`src/rtl/pop_count_pipe_if.sv`:
```
// Valid/ready stream bundle for pop_count_pipe.
// slave = the counter, master = producer/consumer side.
interface pop_count_pipe_if #(
  parameter int WIDTH = 32,
  parameter int ACC_W = 16
);
  localparam int OUT_W = $clog2(WIDTH + 1);

  logic             in_valid;
  logic             in_ready;
  logic [WIDTH-1:0] in_data;
  logic             in_mode;
  logic             out_valid;
  logic             out_ready;
  logic [OUT_W-1:0] out_count;
  logic             acc_clr;
  logic [ACC_W-1:0] acc_total;

  modport slave (
    input  in_valid, in_data, in_mode,
    input  out_ready, acc_clr,
    output in_ready, out_valid,
    output out_count, acc_total
  );

  modport master (
    output in_valid, in_data, in_mode,
    output out_ready, acc_clr,
    input  in_ready, out_valid,
    input  out_count, acc_total
  );
endinterface

```
`src/rtl/pop_count_pipe.sv`:
```
// 3-register pipelined popcount (ones or zeros) with global stall.
// Optional running total of results when POP_CNT_ACC_EN is defined.
module pop_count_pipe #(
  parameter int WIDTH = 32,
  parameter int CHUNK = 8,
  parameter int ACC_W = 16
) (
  input  logic            clk,
  input  logic            rst_n,
  pop_count_pipe_if.slave bus
);
  localparam int OUT_W = $clog2(WIDTH + 1);
  localparam int NCH   = WIDTH / CHUNK;
  localparam int CW    = $clog2(CHUNK + 1);

  if ((WIDTH % CHUNK) != 0 ||
      !(CHUNK == 4 || CHUNK == 8)) begin : g_bad_cfg
    $error("pop_count_pipe: illegal WIDTH/CHUNK");
  end

  logic                      s1_v_q, s1_v_d;
  logic [WIDTH-1:0]          s1_data_q, s1_data_d;
  logic                      s1_mode_q, s1_mode_d;
  logic                      s2_v_q, s2_v_d;
  logic [NCH-1:0][CW-1:0]    s2_cnt_q, s2_cnt_d;
  logic                      out_v_q, out_v_d;
  logic [OUT_W-1:0]          out_cnt_q, out_cnt_d;

  logic                      stall;
  logic [WIDTH-1:0]          s1_word;
  logic [NCH-1:0][CW-1:0]    chunk_cnt;
  logic [OUT_W-1:0]          chunk_sum;

  assign stall   = out_v_q & ~bus.out_ready;
  assign s1_word = s1_mode_q ? ~s1_data_q : s1_data_q;

  // Per-chunk bit counts of the (possibly inverted) S1 word
  always_comb begin
    chunk_cnt = '0;
    for (int c = 0; c < NCH; c++) begin
      for (int b = 0; b < CHUNK; b++) begin
        chunk_cnt[c] = chunk_cnt[c] + CW'(s1_word[c*CHUNK+b]);
      end
    end
  end

  // Adder tree over the registered chunk counts
  always_comb begin
    chunk_sum = '0;
    for (int c = 0; c < NCH; c++) begin
      chunk_sum = chunk_sum + OUT_W'(s2_cnt_q[c]);
    end
  end

  // Pipeline advance: everything moves together unless stalled
  always_comb begin
    s1_v_d    = s1_v_q;
    s1_data_d = s1_data_q;
    s1_mode_d = s1_mode_q;
    s2_v_d    = s2_v_q;
    s2_cnt_d  = s2_cnt_q;
    out_v_d   = out_v_q;
    out_cnt_d = out_cnt_q;
    if (!stall) begin
      s1_v_d = bus.in_valid;
      if (bus.in_valid) begin
        s1_data_d = bus.in_data;
        s1_mode_d = bus.in_mode;
      end
      s2_v_d    = s1_v_q;
      s2_cnt_d  = chunk_cnt;
      out_v_d   = s2_v_q;
      out_cnt_d = chunk_sum;
    end
  end

  // Stage registers, all cleared on reset
  always_ff @(posedge clk or negedge rst_n) begin
    if (!rst_n) begin
      s1_v_q    <= 1'b0;
      s1_data_q <= '0;
      s1_mode_q <= 1'b0;
      s2_v_q    <= 1'b0;
      s2_cnt_q  <= '0;
      out_v_q   <= 1'b0;
      out_cnt_q <= '0;
    end else begin
      s1_v_q    <= s1_v_d;
      s1_data_q <= s1_data_d;
      s1_mode_q <= s1_mode_d;
      s2_v_q    <= s2_v_d;
      s2_cnt_q  <= s2_cnt_d;
      out_v_q   <= out_v_d;
      out_cnt_q <= out_cnt_d;
    end
  end

  assign bus.in_ready  = ~stall;
  assign bus.out_valid = out_v_q;
  assign bus.out_count = out_cnt_q;

`ifdef POP_CNT_ACC_EN
  logic             xfer;
  logic [ACC_W:0]   acc_sum;
  logic [ACC_W-1:0] acc_q, acc_d;

  assign xfer    = out_v_q & bus.out_ready;
  assign acc_sum = {1'b0, acc_q} + (ACC_W+1)'(out_cnt_q);

  // Saturating total of transferred results; clear wins over add
  always_comb begin
    acc_d = acc_q;
    if (bus.acc_clr) begin
      acc_d = xfer ? ACC_W'(out_cnt_q) : '0;
    end else if (xfer) begin
      acc_d = acc_sum[ACC_W] ? '1 : acc_sum[ACC_W-1:0];
    end
  end

  // Accumulator register
  always_ff @(posedge clk or negedge rst_n) begin
    if (!rst_n) acc_q <= '0;
    else        acc_q <= acc_d;
  end

  assign bus.acc_total = acc_q;
`else
  logic unused_acc_clr;
  assign unused_acc_clr = bus.acc_clr;
  assign bus.acc_total  = '0;
`endif
endmodule

```
`src/flat_wrapper.sv`:
```
// flat-port wrapper written by rule: the top's interface ports become plain ports
module pop_count_pipe_flat 
#(
  parameter int WIDTH = 32,
  parameter int CHUNK = 8,
  parameter int ACC_W = 16
)
  (clk, rst_n, bus_in_valid, bus_in_data, bus_in_mode, bus_out_ready, bus_acc_clr, bus_in_ready, bus_out_valid, bus_out_count, bus_acc_total);
  pop_count_pipe_if #(.WIDTH(WIDTH), .ACC_W(ACC_W)) bus_i ();
  input  logic clk;
  input  logic rst_n;
  input wire logic [$bits(bus_i.in_valid)-1:0] bus_in_valid;
  input wire logic [$bits(bus_i.in_data)-1:0] bus_in_data;
  input wire logic [$bits(bus_i.in_mode)-1:0] bus_in_mode;
  input wire logic [$bits(bus_i.out_ready)-1:0] bus_out_ready;
  input wire logic [$bits(bus_i.acc_clr)-1:0] bus_acc_clr;
  output wire logic [$bits(bus_i.in_ready)-1:0] bus_in_ready;
  output wire logic [$bits(bus_i.out_valid)-1:0] bus_out_valid;
  output wire logic [$bits(bus_i.out_count)-1:0] bus_out_count;
  output wire logic [$bits(bus_i.acc_total)-1:0] bus_acc_total;
  assign bus_i.in_valid = bus_in_valid;
  assign bus_i.in_data = bus_in_data;
  assign bus_i.in_mode = bus_in_mode;
  assign bus_i.out_ready = bus_out_ready;
  assign bus_i.acc_clr = bus_acc_clr;
  assign bus_in_ready = bus_i.in_ready;
  assign bus_out_valid = bus_i.out_valid;
  assign bus_out_count = bus_i.out_count;
  assign bus_acc_total = bus_i.acc_total;
  pop_count_pipe #(.WIDTH(WIDTH), .CHUNK(CHUNK), .ACC_W(ACC_W)) u_core (.clk(clk), .rst_n(rst_n), .bus(bus_i));
endmodule
```
`config.mk`:
```
export PLATFORM = sky130hd
export DESIGN_NAME = pop_count_pipe_flat
export DESIGN_NICKNAME = d
export VERILOG_FILES = /design/src/rtl/pop_count_pipe_if.sv /design/src/rtl/pop_count_pipe.sv /design/src/flat_wrapper.sv
export SDC_FILE = /design/constraint.sdc
export NUM_CORES = 1
export LEC_CHECK = 0
export BUFFER_PORTS_ARGS = -buffer_cell sky130_fd_sc_hd__buf_2
export CAP_MARGIN = 15
export CORE_ASPECT_RATIO = 1.2
export CORE_MARGIN = 3
export CORE_UTILIZATION = 50
export CTS_CLUSTER_SIZE = 25
export DETAILED_ROUTE_END_ITERATION = 6
export PLACE_DENSITY = 0.75
export SLEW_MARGIN = 15
export SYNTH_ARGS = -nofsm -noshare
export SYNTH_HDL_FRONTEND = slang
export SYNTH_SLANG_ARGS = --single-unit
```
`constraint.sdc`:
```
create_clock -name clk -period 2.9 [get_ports clk]
set_input_delay 0.435 -clock clk [delete_from_list [all_inputs] [get_ports clk]]
set_output_delay 0.435 -clock clk [all_outputs]
set_load 0.005 [all_outputs]
```
==> summary.md, run 1 <==
| Metric | Value |
|---|---|
| Die H | `~99 um` |
| Clock Latency Late Sink | `roughly 330 ps` |
| Initial core utilization | `0.5238` |
| Area Overhead vs Synth | `17.73%` |
| Largest net degree at the start of global routing | `35` |
| Io pins | `62` |
| Iteration-0 DRC Markers | `84` |
| Root Driver | `clkbuf_8` |
| Register area | `~0.0015 mm^2` |
| Number of synthesized flops with an enable pin | `0` |
| Critical Path, Cell by Cell | `buf_12 > xor2_2 > fa_1 > inv_1 > fa_1 > inv_2 > fa_2 > inv_2 > fa_2 > a21oi_2` |
| CP Class | `register to register` |
| Nets | `~450` |
| Number of global-route vias before repair | `about 2400` |
| Count leader, synth | `dfrtp_1` |
| Full die area | `~0.0083 mm^2` |
| TritonRoute pass-1 iters | `4` |
| Fillers | `~570` |
| CTS sink count | `58` |
| Area leader, netlist | `dfrtp_1` |
| Share of cells above drive strength 1 | `0.3564` |
| Clk_skew | `~6.8 ps` |
| Rows | `33` |
| GRT Total Usage | `0.1659` |
| DR vias | `2203` |
| Headroom to the max-slew limit | `0.5866` |
| Fmax achieved | `0.3455 GHz` |
| Post-synth top area share | `0.3994` |
| Post-synthesis area per instance | `between 10 and 15 um^2` |
| Slew at the pin closest to its max-slew limit | `620.1 ps` |
| Outcome | `finished, final reports clean` |
| Post-route setup TNS | `0 ps` |
| Gpl congestion | `between 0.8 and 0.9` |
| Vias per cell | `4.758` |
| Final period utilization | `0.9979` |
| Synth warn | `0` |
| Pins over their slew limit | `0` |
| Count of final hold-check violations | `0` |
| Global-route wire length before repair | `between 10000 and 15000 um` |
| Cell Area, Synth | `roughly 0.0036 mm^2` |
| Final min period | `around 2900 ps` |
| Average wire per standard cell | `13.38 um` |
| H-tree depth | `3` |
| Slowest-stage cell, CP | `fa_1` |
| Netlist cell types | `25` |
| Critical Path RT | `3160 ps` |
| CTS buffer count | `9` |
| Clk buf depth | `2` |
| Hpwl dp | `approximately 4700 um` |
| Number of diodes | `0` |
| Setup-failing EPs final | `0` |
| Grt total ovfl | `0` |
| Seq/Total Area, Yosys | `0.3994` |
| Synth Flop Type | `dfrtp_1` |
| Routed Antenna Nets | `0` |
| Crit. Startpoint | `u_core.s1_mode_q` |
| Hold crit path type | `input pin to async pin` |
| Maxcap violations | `0` |
| Synth top cells by count | `58 x dfrtp_1, 31 x inv_1, 31 x nand2_1, 29 x mux2_4, 22 x fa_1` |
| Reg2reg start | `u_core.s1_mode_q` |
| DRC | `0` |
| Flops & latches, synth | `a little under 60` |
| CP max FO | `6` |
| Crit end category | `register` |
| Post-synthesis cell count | `about 310` |
| IO Port Bufs | `44` |
| WP data arrival | `about 3200 ps` |
| Cts hold-fix bufs | `0` |
| Synth area leaders | `dfrtp_1 40%, fa_1 12%, mux2_4 12%` |
| CP peak stage delay | `between 500 and 600 ps` |
| Asr flop ratio synth | `1.000` |
| Area of the multi-input gates | `about 0.0020 mm^2` |
| RSZ-0062 raised after global routing | `yes` |
| DIE WIDTH | `83.82 um` |
| WL final | `between 6000 and 7000 um` |
| Core Region | `about 0.0069 mm^2` |
| CTS tree | `done` |
| Clock transition at path regs | `roughly 70 ps` |
| Initial antenna violation count | `0` |
| CP startpoint kind | `register` |
-- timing repair --
action,4_1_cts,5_1_grt
setup endpoints to repair,4,8
endpoints found under the hold margin,0,0
resized for setup,7,14
gates cloned,1,0
buffers inserted,3,3
pin swaps,12,8
-- critical path: cells and delay by family, from the launching register on --
family | cells | cell delay (ps)
adder cells (fa/ha/maj) | 4 | 1760
flip-flops | 1 | 420
buffers and inverters | 4 | 320
XOR/XNOR | 1 | 180
AO/OA/AOI/OAI | 1 | 140
-- per-layer routing --
layer | GRT usage | part of all wire | up-vias
li1 | - | - | 1077
met1 | 0.1940 | 0.41 | 1055
met2 | 0.2915 | 0.53 | 57
met3 | 0.02403 | 0.036 | 14
met4 | 0.09406 | 0.031 | 0
met5 | 0 | 0 | -
-- cell families after synthesis --
family	Yosys count	synth area share
buffers and inverters	60	0.09263
muxes	33	0.1322
other	1	0.001032
adders and majority gates	38	0.1763
xor gates and xnor gates	36	0.08678
DFF	58	0.3994
and+or+nand+nor	54	0.06267
AOI/OAI and AO/OA	33	0.04890
-- area by class of cell --
cell class | count | area share
sequential | 58 | 0.3393
clock buffer | 15 | 0.04358
tap | 87 | 0.02545
inverter | 32 | 0.02925
multi-input combinational | 210 | 0.4671
timing repair buffer | 60 | 0.08833
clock inverter | 1 | 0.007020
-- worst paths after layout --
check | endpoint | slack, ps | cells past startpoint
worst min register to register | u_core.bus.out_valid | 470 | 1
min in group clk | u_core.s1_data_q[22] | 340 | 2
worst max-delay path | u_core.s2_cnt_q[9] | 6 | 10
worst max register to register | u_core.s2_cnt_q[9] | 6 | 10
worst min-delay path | u_core.s1_data_q[4] | 110 | 1
max in group asynchronous | u_core.s1_data_q[13] | 2120 | 2
-- per-stage QoR --
stage / hold slack (ps) / utilization / cells / instance area (um^2) / setup WS, ps
2_1_floorplan: 139.4 / - / 328 / 3720 / -48.97
3_3_place_gp: 441.4 / 0.5630 / 441 / 3905 / -7.520
3_5_place_dp: 454.4 / 0.5630 / 441 / 3905 / -74.42
4_1_cts: 120.4 / 0.6061 / 461 / 4204 / -8.636
5_1_grt: 146.0 / 0.6167 / 463 / 4278 / -146.2
6_report: 105.9 / 0.6167 / 463 / 4278 / 5.945
-- cells in the final DEF, fill, tap and decap left out, types with 9 or more instances in the layout --
cell      instances
a21oi_1          14
buf_2            44
buf_4            14
clkbuf_8         13
conb_1           16
dfrtp_1          58
fa_1             12
fa_2             10
ha_1             16
inv_1            27
mux2_4           29
nand2_1          31
nor2_1           18
o21ai_0           9
xnor2_1          12
xor2_1           18
-- flip-flops by register name, summed over array words and instances, names as in the netlist --
register / flops
u_core.bus.out_count: 6
u_core.bus.out_valid: 1
u_core.s1_data_q: 32
u_core.s1_mode_q: 1
u_core.s1_v_q: 1
u_core.s2_cnt_q: 16
u_core.s2_v_q: 1
Power of run 1 is not shown: default switching activity piles up to over one toggle a cycle in this logic, so the estimate is an artifact.
==> inputs of run 2 (changes only) <==
--- a/config.mk
+++ b/config.mk
@@ -13,6 +13,7 @@
 export CTS_CLUSTER_SIZE = 25
 export DETAILED_ROUTE_END_ITERATION = 6
 export PLACE_DENSITY = 0.75
+export RECOVER_POWER = 25
 export SLEW_MARGIN = 15
 export SYNTH_ARGS = -nofsm -noshare
 export SYNTH_HDL_FRONTEND = slang
==> run 2 against run 1 <==
  * Register-to-register slack about the same
  * Wire length about the same
  * Flip-flop and latch count unchanged
  * Utilization down 0.072 points
  * Non-clock buffer count unchanged
  * Sequential share of layout area about the same
  * Critical path type unchanged
==> summary.md, run 2 (same netlist as run 1, synthesis figures left out) <==
| Metric | Value |
|---|---|
| Io pins | `62` |
| Nets | `approximately 450` |
| Initial core utilization | `0.5238` |
| RSZ-0062 raised after global routing | `yes` |
| TritonRoute pass-1 iters | `4` |
| WP data arrival | `3150 ps` |
| Clk_skew | `6.777 ps` |
| Critical Path RT | `approximately 3200 ps` |
| Final Cell Area | `~0.0043 mm^2` |
| WL final | `approximately 6200 um` |
| Global-route wire length before repair | `between 10000 and 15000 um` |
| Critical Path, Cell by Cell | `buf_12 > xor2_2 > fa_1 > inv_1 > fa_1 > inv_2 > fa_2 > inv_2 > fa_2 > a21oi_2` |
| Area of the multi-input gates | `0.001998 mm^2` |
| Die H | `approximately 99 um` |
| Hold crit path type | `input pin to register` |
| Final period utilization | `0.9982` |
| DIE WIDTH | `roughly 84 um` |
| Number of diodes | `0` |
| Number of global-route vias before repair | `~2400` |
| Fmax achieved | `roughly 0.35 GHz` |
| Post-route setup slack | `approximately 5.3 ps` |
| Most frequent cells in the layout | `58 x dfrtp_1, 43 x buf_2, 31 x nand2_1` |
| Clk buf depth | `2` |
| CTS tree | `done` |
| Worst Hold Depth | `2` |
| Rows | `33` |
| Largest register FFs | `32` |
| CP delay by family, top | `adder cells` |
| CTS sink count | `between 50 and 60` |
| Reg2Reg Depth | `10` |
| Root Driver | `clkbuf_8` |
| Initial antenna violation count | `0` |
| Worst path bufs/invs | `4` |
| Clock transition at path regs | `~60 ps` |
| Placed Instance Area | `around 0.0039 mm^2` |
| CP max FO | `6` |
| Core Region | `0.006937 mm^2` |
| Slew at the pin closest to its max-slew limit | `around 1400 ps` |
| CP peak stage delay | `just over 500 ps` |
| Setup-failing EPs final | `0` |
| Headroom to the max-slew limit | `0.05150` |
| Routed Antenna Nets | `0` |
| Count of final hold-check violations | `0` |
| Largest net degree at the start of global routing | `35` |
| Commonest non-fill, non-tap cell in the layout | `dfrtp_1` |
| Final min period | `between 2000 and 3000 ps` |
| Maxcap violations | `0` |
| Worst path depth | `10` |
| Outcome | `finished, final reports clean` |
| Gpl congestion | `between 0.8 and 0.9` |
| Slowest-stage cell, CP | `fa_1` |
| IO Port Bufs | `44` |
| Average wire per standard cell | `between 10 and 15 um` |
| Grt total ovfl | `0` |
| Crit end category | `register` |
| Placement Setup Slack | `-74.42 ps` |
| Fillers | `569` |
| Area Overhead vs Synth | `17.60%` |
| Iteration-0 DRC Markers | `~110` |
| CP Class | `register to register` |
| DRC | `0` |
| Biggest register | `u_core.s1_data_q` |
| CTS buffer count | `9` |
| Hpwl dp | `between 4000 and 5000 um` |
| Clock Latency Late Sink | `roughly 330 ps` |
| Full die area | `~0.0083 mm^2` |
| Cts hold-fix bufs | `0` |
| Share of cells above drive strength 1 | `0.3511` |
| DR vias | `roughly 2200` |
| Pins over their slew limit | `0` |
| CP startpoint kind | `register` |
| GRT Total Usage | `0.1659` |
| Vias per cell | `between 4 and 5` |
| Register area | `between 0.001 and 0.0015 mm^2` |
| H-tree depth | `3` |
## run 2: worst paths after layout
check                                 start              endpoint  slack, ps
min in group asynchronous             rst_n   u_core.s1_data_q[4]        430
max in group asynchronous             rst_n    u_core.s2_cnt_q[6]       1090
min                         bus_in_data[22]  u_core.s1_data_q[22]        330
max                        u_core.s1_mode_q    u_core.s2_cnt_q[9]          5
max reg2reg                u_core.s1_mode_q    u_core.s2_cnt_q[9]          5
min reg2reg                   u_core.s2_v_q  u_core.bus.out_valid        470
## run 2: repair_timing
action | 4_1_cts | 5_1_grt
setup buffers | 3 | 3
pin swaps | 12 | 8
setup endpoints to repair | 4 | 8
gates resized for setup | 7 | 14
gates cloned | 1 | 0
## run 2: metal layers
layer  vias to the layer above  share of wire  GRT usage
li1                       1079              -          -
met1                      1057           0.41     0.1940
met2                        55           0.52     0.2915
met3                        15          0.037    0.02403
met4                         0          0.032    0.09406
met5                         -              0          0
## run 2: layout make-up
cell class,instances,area share
inverter,32,0.02928
tap,87,0.02548
sequential,58,0.3397
multi-input combinational,210,0.4676
clock inverter,1,0.007028
clock buffer,15,0.04363
timing repair buffer,60,0.08726
## run 2: metrics by stage
step	TNS, ps	std cells	hold slack, ps	utilization
after floorplan	-97.94	328	139.4	-
after global placement	-7.520	441	441.4	0.5630
after detailed placement	-241.7	441	454.4	0.5630
after CTS	-12.84	461	120.4	0.6061
after global routing	-525.5	463	324.5	0.6160
final	0	463	334.5	0.6160
Power of run 2 is left out for the same reason.
